### src/rtl/mop_instr_seq.sv
// ---------------------------------------------------------------------------
// mop_instr_seq
// Small micro-op instruction sequencer. A loader fills a DEPTH-entry table
// through a simple write port. A start request then issues entries in order,
// beginning at entry 0, over a valid/ready handshake. A run ends normally
// when the consumer accepts an entry that carries the LAST marker (top data
// bit) or the final table slot. It ends in error when the next slot was
// never loaded, and an abort request cancels it quietly.
//
// Ports
//   clk_i          : clock, all logic on its rising edge
//   rst_i          : synchronous active-high reset
//   ext_wr         : loader write strobe (ignored while a run is active)
//   ext_addr       : loader write entry index
//   ext_data_in    : loader write data, bit DATA_W-1 is the LAST marker
//   start_i        : begin issuing from entry 0
//   clear_i        : invalidate all loaded entries and clear the error flag
//   abort_i        : cancel an active run
//   instr_o        : instruction presented to the consumer (0 when idle)
//   instr_valid_o  : instr_o is valid (high for the whole run)
//   instr_ready_i  : consumer accepts the presented instruction
//   busy_o         : a run is active
//   done_o         : one-cycle pulse on normal completion
//   err_o          : sticky error flag
//   wr_drop_o      : one-cycle pulse when a loader write was discarded
//   issued_cnt_o   : handshakes completed in the current or last run
// ---------------------------------------------------------------------------
module mop_instr_seq #(
   parameter int DEPTH  = 8,
   parameter int DATA_W = 17
) (
   input  logic                         clk_i,
   input  logic                         rst_i,
   input  logic                         ext_wr,
   input  logic [$clog2(DEPTH)-1:0]     ext_addr,
   input  logic [DATA_W-1:0]            ext_data_in,
   input  logic                         start_i,
   input  logic                         clear_i,
   input  logic                         abort_i,
   output logic [DATA_W-1:0]            instr_o,
   output logic                         instr_valid_o,
   input  logic                         instr_ready_i,
   output logic                         busy_o,
   output logic                         done_o,
   output logic                         err_o,
   output logic                         wr_drop_o,
   output logic [$clog2(DEPTH+1)-1:0]   issued_cnt_o
);

   localparam int AW    = $clog2(DEPTH);
   localparam int CNT_W = $clog2(DEPTH + 1);

   localparam logic [AW-1:0]    LAST_PTR = AW'(DEPTH - 1);
   localparam logic [CNT_W-1:0] CNT_MAX  = CNT_W'(DEPTH);

   typedef enum logic [1:0] {
      S_IDLE,
      S_RUN,
      S_DONE,
      S_ERR
   } state_t;

   state_t               state_q, state_d;
   logic [DATA_W-1:0]    mem [DEPTH];
   logic [DEPTH-1:0]     loaded_q, loaded_d;
   logic [AW-1:0]        ptr_q, ptr_d;
   logic [CNT_W-1:0]     cnt_q, cnt_d;
   logic                 err_q, err_d;
   logic                 done_q, done_d;
   logic                 drop_q, drop_d;
   logic                 mem_we;

   logic [DATA_W-1:0]    cur_instr;
   logic [AW-1:0]        ptr_nxt;
   logic                 is_last;

   // The entry currently being offered, and whether accepting it ends the
   // run. The table end counts as an implicit LAST marker.
   assign cur_instr = mem[ptr_q];
   assign ptr_nxt   = ptr_q + 1'b1;
   assign is_last   = cur_instr[DATA_W-1] || (ptr_q == LAST_PTR);

   // State register. Reset returns to IDLE; the table contents are not
   // reset, only the loaded bitmap, so stale data can never be issued.
   always_ff @(posedge clk_i) begin
      if (rst_i) begin
         state_q <= S_IDLE;
      end else begin
         state_q <= state_d;
      end
   end

   // Next-state and datapath update decisions. Outside a run, DONE and ERR
   // behave exactly like IDLE. Clear takes precedence over start, so a
   // same-cycle clear/start only clears. A same-cycle write to entry 0
   // counts as loaded when deciding whether a start may run. Inside a run,
   // abort beats a handshake, and loader writes are dropped and flagged.
   always_comb begin
      state_d  = state_q;
      loaded_d = loaded_q;
      ptr_d    = ptr_q;
      cnt_d    = cnt_q;
      err_d    = err_q;
      done_d   = 1'b0;
      drop_d   = 1'b0;
      mem_we   = 1'b0;

      if (state_q == S_RUN) begin
         drop_d = ext_wr;
         if (abort_i) begin
            state_d = S_IDLE;
         end else if (instr_ready_i) begin
            if (cnt_q != CNT_MAX) begin
               cnt_d = cnt_q + 1'b1;
            end
            if (is_last) begin
               state_d = S_DONE;
               done_d  = 1'b1;
            end else if (!loaded_q[ptr_nxt]) begin
               state_d = S_ERR;
               err_d   = 1'b1;
            end else begin
               ptr_d = ptr_nxt;
            end
         end
      end else begin
         mem_we = ext_wr;
         if (clear_i) begin
            loaded_d = '0;
            err_d    = 1'b0;
         end
         if (ext_wr) begin
            loaded_d[ext_addr] = 1'b1;
         end
         if (start_i && !clear_i) begin
            err_d = 1'b0;
            cnt_d = '0;
            ptr_d = '0;
            if (loaded_q[0] || (ext_wr && (ext_addr == '0))) begin
               state_d = S_RUN;
            end else begin
               state_d = S_ERR;
               err_d   = 1'b1;
            end
         end
      end
   end

   // Control registers that travel with the state machine: bitmap, issue
   // pointer, handshake counter and the three status flags.
   always_ff @(posedge clk_i) begin
      if (rst_i) begin
         loaded_q <= '0;
         ptr_q    <= '0;
         cnt_q    <= '0;
         err_q    <= 1'b0;
         done_q   <= 1'b0;
         drop_q   <= 1'b0;
      end else begin
         loaded_q <= loaded_d;
         ptr_q    <= ptr_d;
         cnt_q    <= cnt_d;
         err_q    <= err_d;
         done_q   <= done_d;
         drop_q   <= drop_d;
      end
   end

   // Instruction table. Kept free of reset so it maps onto plain storage;
   // a write that arrives while reset is asserted is discarded.
   always_ff @(posedge clk_i) begin
      if (!rst_i && mem_we) begin
         mem[ext_addr] <= ext_data_in;
      end
   end

   // Consumer-facing outputs. The instruction bus is forced to zero outside
   // a run so the consumer never sees stale table data.
   always_comb begin
      instr_valid_o = 1'b0;
      busy_o        = 1'b0;
      instr_o       = '0;
      if (state_q == S_RUN) begin
         instr_valid_o = 1'b1;
         busy_o        = 1'b1;
         instr_o       = cur_instr;
      end
   end

   assign done_o       = done_q;
   assign err_o        = err_q;
   assign wr_drop_o    = drop_q;
   assign issued_cnt_o = cnt_q;

endmodule
### config.mk
export PLATFORM = sky130hd
export DESIGN_NAME = mop_instr_seq
export DESIGN_NICKNAME = d
export VERILOG_FILES = /design/src/rtl/mop_instr_seq.sv
export SDC_FILE = /design/constraint.sdc
export NUM_CORES = 1
export LEC_CHECK = 0
export CAP_MARGIN = 25
export CORE_ASPECT_RATIO = 0.8
export CORE_UTILIZATION = 35
export DETAILED_ROUTE_END_ITERATION = 12
export PLACE_DENSITY = 0.52
export SYNTH_ARGS = -nofsm -noshare
export SYNTH_HDL_FRONTEND = slang
export SYNTH_SLANG_ARGS = --single-unit
### constraint.sdc
create_clock -name clk_i -period 9.2 [get_ports clk_i]
set_clock_uncertainty 0.05 [all_clocks]
set_input_delay 0.92 -clock clk_i [delete_from_list [all_inputs] [get_ports clk_i]]
set_output_delay 0.92 -clock clk_i [all_outputs]
set_load 0.02 [all_outputs]
# Word-level counts from Yosys, hierarchy flattened

Memories as Yosys holds them, arrays and structs flattened. A register that Yosys moved wholly into a read port is not among the register bits.
Index checks and enable logic that the tools add are counted.
Widths: inputs -> output; s select.

Bits in registers: 20
Bits in latches: 0
Bits in writable memories: 136
ROM bits: 0
Bits of input ports: 27
Logic and storage cells: 85
Memories: 1

Memory list:

| memory | words | bits a word | rd ports | clocked after Yosys merged registers in | wr ports | RTL line | text |
|---|---|---|---|---|---|---|---|
| mem    | 8     | 17          | 1        | 1                                       | 1        | 64       | `logic [DATA_W-1:0] mem [DEPTH];` |

$add $sub $neg: 2
Multipliers: 0
Divide/modulo/power cells: 0
Magnitude comparators: 3
Equal/unequal tests: 11
Shifts and indexed selects: 0
Multiplexer cells: 41
Bitwise logic cells: 3
Reduce and logical (&&, ||, !) cells: 17

Operator list:

| kind                | count |
|---|---|
| $mux 3              | 8 |
| $mux 8              | 3 |
| $mux 4              | 5 |
| $mux 17             | 1 |
| $mux 1              | 15 |
| $mux 2              | 7 |
| $ne 2x2->1 const B  | 6 |
| $reduce_and 5->1    | 2 |
| $lt 3x4->1 const B  | 2 |
| $ne 4x4->1 const B  | 2 |
| $or 8x8->8          | 1 |
| $add 4x1->4 const B | 1 |
| $logic_and 1x1->1   | 4 |
| $reduce_and 4->1    | 1 |
| $reduce_or 4->1     | 1 |
| $add 3x1->3 const B | 1 |
| $bmux 1 s3          | 1 |
| $demux 1 s3         | 1 |
| $eq 3x3->1 const B  | 1 |
| $ge 3x1->1 const B  | 1 |
| $logic_not 3->1     | 1 |
| $ne 3x3->1 const B  | 1 |
| $reduce_and 3->1    | 1 |
| $reduce_bool 3->1   | 1 |
| 6 further kinds     | 9 |

# Depth between registers and ports, before layout

Depth in word-level cells: 10
Mapped depth: 7

# Least setup slack after synthesis

Ideal clock, no wire load.

Path kind: input to register
From: in ext_addr[1]
To: mem mem[1][0], enable pin
Setup time: 438 ps
Arrival: 2912 ps
Data required time: 8712 ps
Setup slack: 5800 ps
Cell stages on the path: 2
Buffers on the path: 1
Path through: buf_1 nor4_1

RTL lines:

| element            | RTL line | text |
|---|---|---|
| start: declaration | 35       | `input logic [$clog2(DEPTH)-1:0] ext_addr,` |
| end: declaration   | 64       |  |

No word-level cell before the write port.

==> flow_summary.ini <==
[clock_tree]
clk_pin_slew_ps = 60
cts_tree = yes
cts_htree_levels = 4
ctsLongestPathBuffers = 2
cts_hold_buf = 0
postCtsSetupBuffers = 0
post_cts_resized = 0
insertion_delay_ps = 410
cts_inserted_buffers = 17
cts_num_sinks = 159
cts_root_buffer = clkbuf_16

[power_and_ir_drop]
leakagePower_nw = 2.47
powerDensity_mw_per_mm2 = 194
pwr-share-clk = 0.427
combPwrFrac = 0.042
switchingPower_uw = 299
ir_worst_vdd_mv = 0.124
seqPwrFrac = 0.531
intPower_mw = 1.20
netSwitchingFraction = 0.199

[synthesis]
ys_seq_area_frac = 0.716
synth_compound_area_frac = 0.0400
yosys_warnings = 0
syn_avg_cell_area_um2 = 18.1
yosys.area_share.simple = 0.0546
synth_top_family_by_area = multiplexers
yosys.area_share.adder = 0.00788
syn_nets = 382
synth-seq-cells = 159
synthTopCellsByArea = edfxtp_1 (64%), mux4_2 (12%), dfxtp_1 (7.3%)
synth_top_area_share = 0.643
syn_area_mm2 = 0.00635
yosysTopAreaCell = edfxtp_1
ys_async_sr_fraction = 0
syn_inst = 351
synth_mux_area_frac = 0.166
synth-edff-count = 136
synthXorXnorAreaFrac = 0
synth.distinct_cells = 42
synth_ff_type = edfxtp_1

[run_status]
outcome = finished, violations left
violations = DRC

[timing]
rsz0062_at_grt = false
fin_crit_ps = 4120
finalHoldViolations = 0
fmax_mhz = 243
finalSetupViolCount = 0
period_share = 0.448
setup_tns_ps = 0
slew_viol_final = 0
slew_headroom = 0.484
tightest_slew_ps = 772

[worst_setup_path]
worstPathRequired_ps = 8230
arrival_ps = 3150
slowest_delay_ps = 750
cp_num_cells = 5
critPathCaptureType = output port
cp-start-kind = flop
r2r_slack_ps = 6380
crit_chain = buf_4 > mux2i_1 > a22oi_1 > and3_1 > clkdlybuf4s50_1
r2r_cells = 5
path_class = reg2out
cp_top_family = buffers and inverters
timing.critical_path.buf_inv = 2
path_max_fanout = 19
crit_end = instr_o[16]
critPathSlowestCell = dfxtp_2

[detailed_routing]
top_layer_used = met4
vias_per_cell = 5.02
m1WireLength_mm = 6.04
met3WireLength_um = 281
dr.pass1.iters = 10
wl_per_cell_um = 19.2
route.met2.wl_mm = 6.08
ant_nets = 0
wl_mm = 12.6
vias = 3288
drt-initial-drc-count = 175
drc = 1

[placed_design]
dp_hpwl_mm = 7.24
port_buffers = 52
place_congestion = 0.752

[finish]
final_cell_mix = edfxtp_1 (136), clkdlybuf4s50_1 (52), mux4_2 (34)
final_common_cell = edfxtp_1
syn_to_final_growth_pct = 21.7
nNetsFinal = 448
drive_gt1_frac = 0.191
seqCellArea_mm2 = 0.00455
n_fill_cell = 1533
utilization = 0.441
multi_input_area_mm2 = 0.00173
n_antenna_cell = 0

[die]
core_area_mm2 = 0.0175
fp.dieW_um = 153
die_h_um = 122
die_area_mm2 = 0.0187
rows = 43
io_pins = 53
initial_core_util = 0.362

[global_routing]
grt_pass1_vias = 3395
overflow = 0
grt_max_degree = 37
grtUsageTotal = 0.145
grt_pass1_wl_mm = 19.6
antenna_found_initial = 0

[worst_hold_path]
hold_class = reg2reg

[flow_run]
cap_violations = 0
==> power groups by stage <==
stage | Combinational (mW) | Clock, mW | Sequential [mW]
floorplan | 0.0270 | 0 | 0.810
global placement | 0.0633 | 0 | 0.810
detailed placement | 0.0646 | 0 | 0.810
CTS | 0.0648 | 0.653 | 0.795
global route | 0.0694 | 0.679 | 0.796
finish | 0.0636 | 0.640 | 0.795
==> stage by stage <==
stage                     instance area, um^2  setup WS, ps  cells  power (mW)  hold slack [ps]
final                                    7730          5080    655        1.50              401
after global routing                     7730          4850    655        1.54              413
after CTS                                7730          5010    655        1.51              403
after detailed placement                 7180          5450    623       0.875              389
after global placement                   7180          5500    623       0.873              382
after floorplan                          6350          5800    351       0.837              371
==> synth_stat cells, drive strengths merged, types with 2 or more instances <==
cell type	instances
a31oi	2
a22oi	2
clkbuf	7
mux2	2
mux2i	26
and3	7
edfxtp	136
nand3	4
or3	3
nor4	2
nor2b	6
nor2	20
a21oi	9
or4	2
buf	10
ha	4
o21ai	6
mux4	34
nand2	16
inv	5
a21o	8
dfxtp	23
nor3	3
==> registers in the layout, indices dropped and copies added, names as in the netlist, named ones only <==
signal        cells
ptr_q             3
mem             136
issued_cnt_o      4
done_o            1
err_o             1
wr_drop_o         1
loaded_q          8
state_q           2
==> layer usage <==
| layer | track usage | up-vias |
|---|---|---|
| li1 | - | 1536 |
| met1 | 0.192 | 1692 |
| met2 | 0.237 | 49 |
| met3 | 0.0300 | 11 |
| met4 | 0.0612 | 0 |
| met5 | 0 | - |
==> logic make-up (layout without fill, tap and decap cells) <==
family                   Yosys count  after routing
flip-flops                       159            159
adder cells (fa/ha/maj)            4              4
AO/OA/AOI/OAI                     35             35
multiplexers                      62             62
buffers and inverters             22            101
AND/OR/NAND/NOR                   69             69
==> worst register-to-register path: stages (launching register included) <==
cell and delay, ps:
dfxtp_2 750, buf_4 490, mux2_4 350, a2bb2oi_2 200, a2111oi_4 600, mux2i_1 280
==> layout make-up <==
type	count	share of cell area
sequential	159	0.588
multi-input combinational	170	0.223
timing repair buffer	64	0.0790
clock buffer	27	0.0666
tap	225	0.0364
clock inverter	5	0.00389
inverter	5	0.00243
==> worst min-delay path by stage <==
stage / startpoint / endpoint / slack [ps] / depth (start not counted)
6_report: loaded_q[3] / loaded_q[3] / 400 / 1
5_1_grt: loaded_q[6] / loaded_q[6] / 410 / 1
4_1_cts: loaded_q[6] / loaded_q[6] / 400 / 1
3_5_place_dp: loaded_q[6] / loaded_q[6] / 390 / 1
3_3_place_gp: loaded_q[4] / loaded_q[4] / 380 / 1
2_1_floorplan: loaded_q[2] / loaded_q[2] / 370 / 1
(Power assumes the default switching activity.)
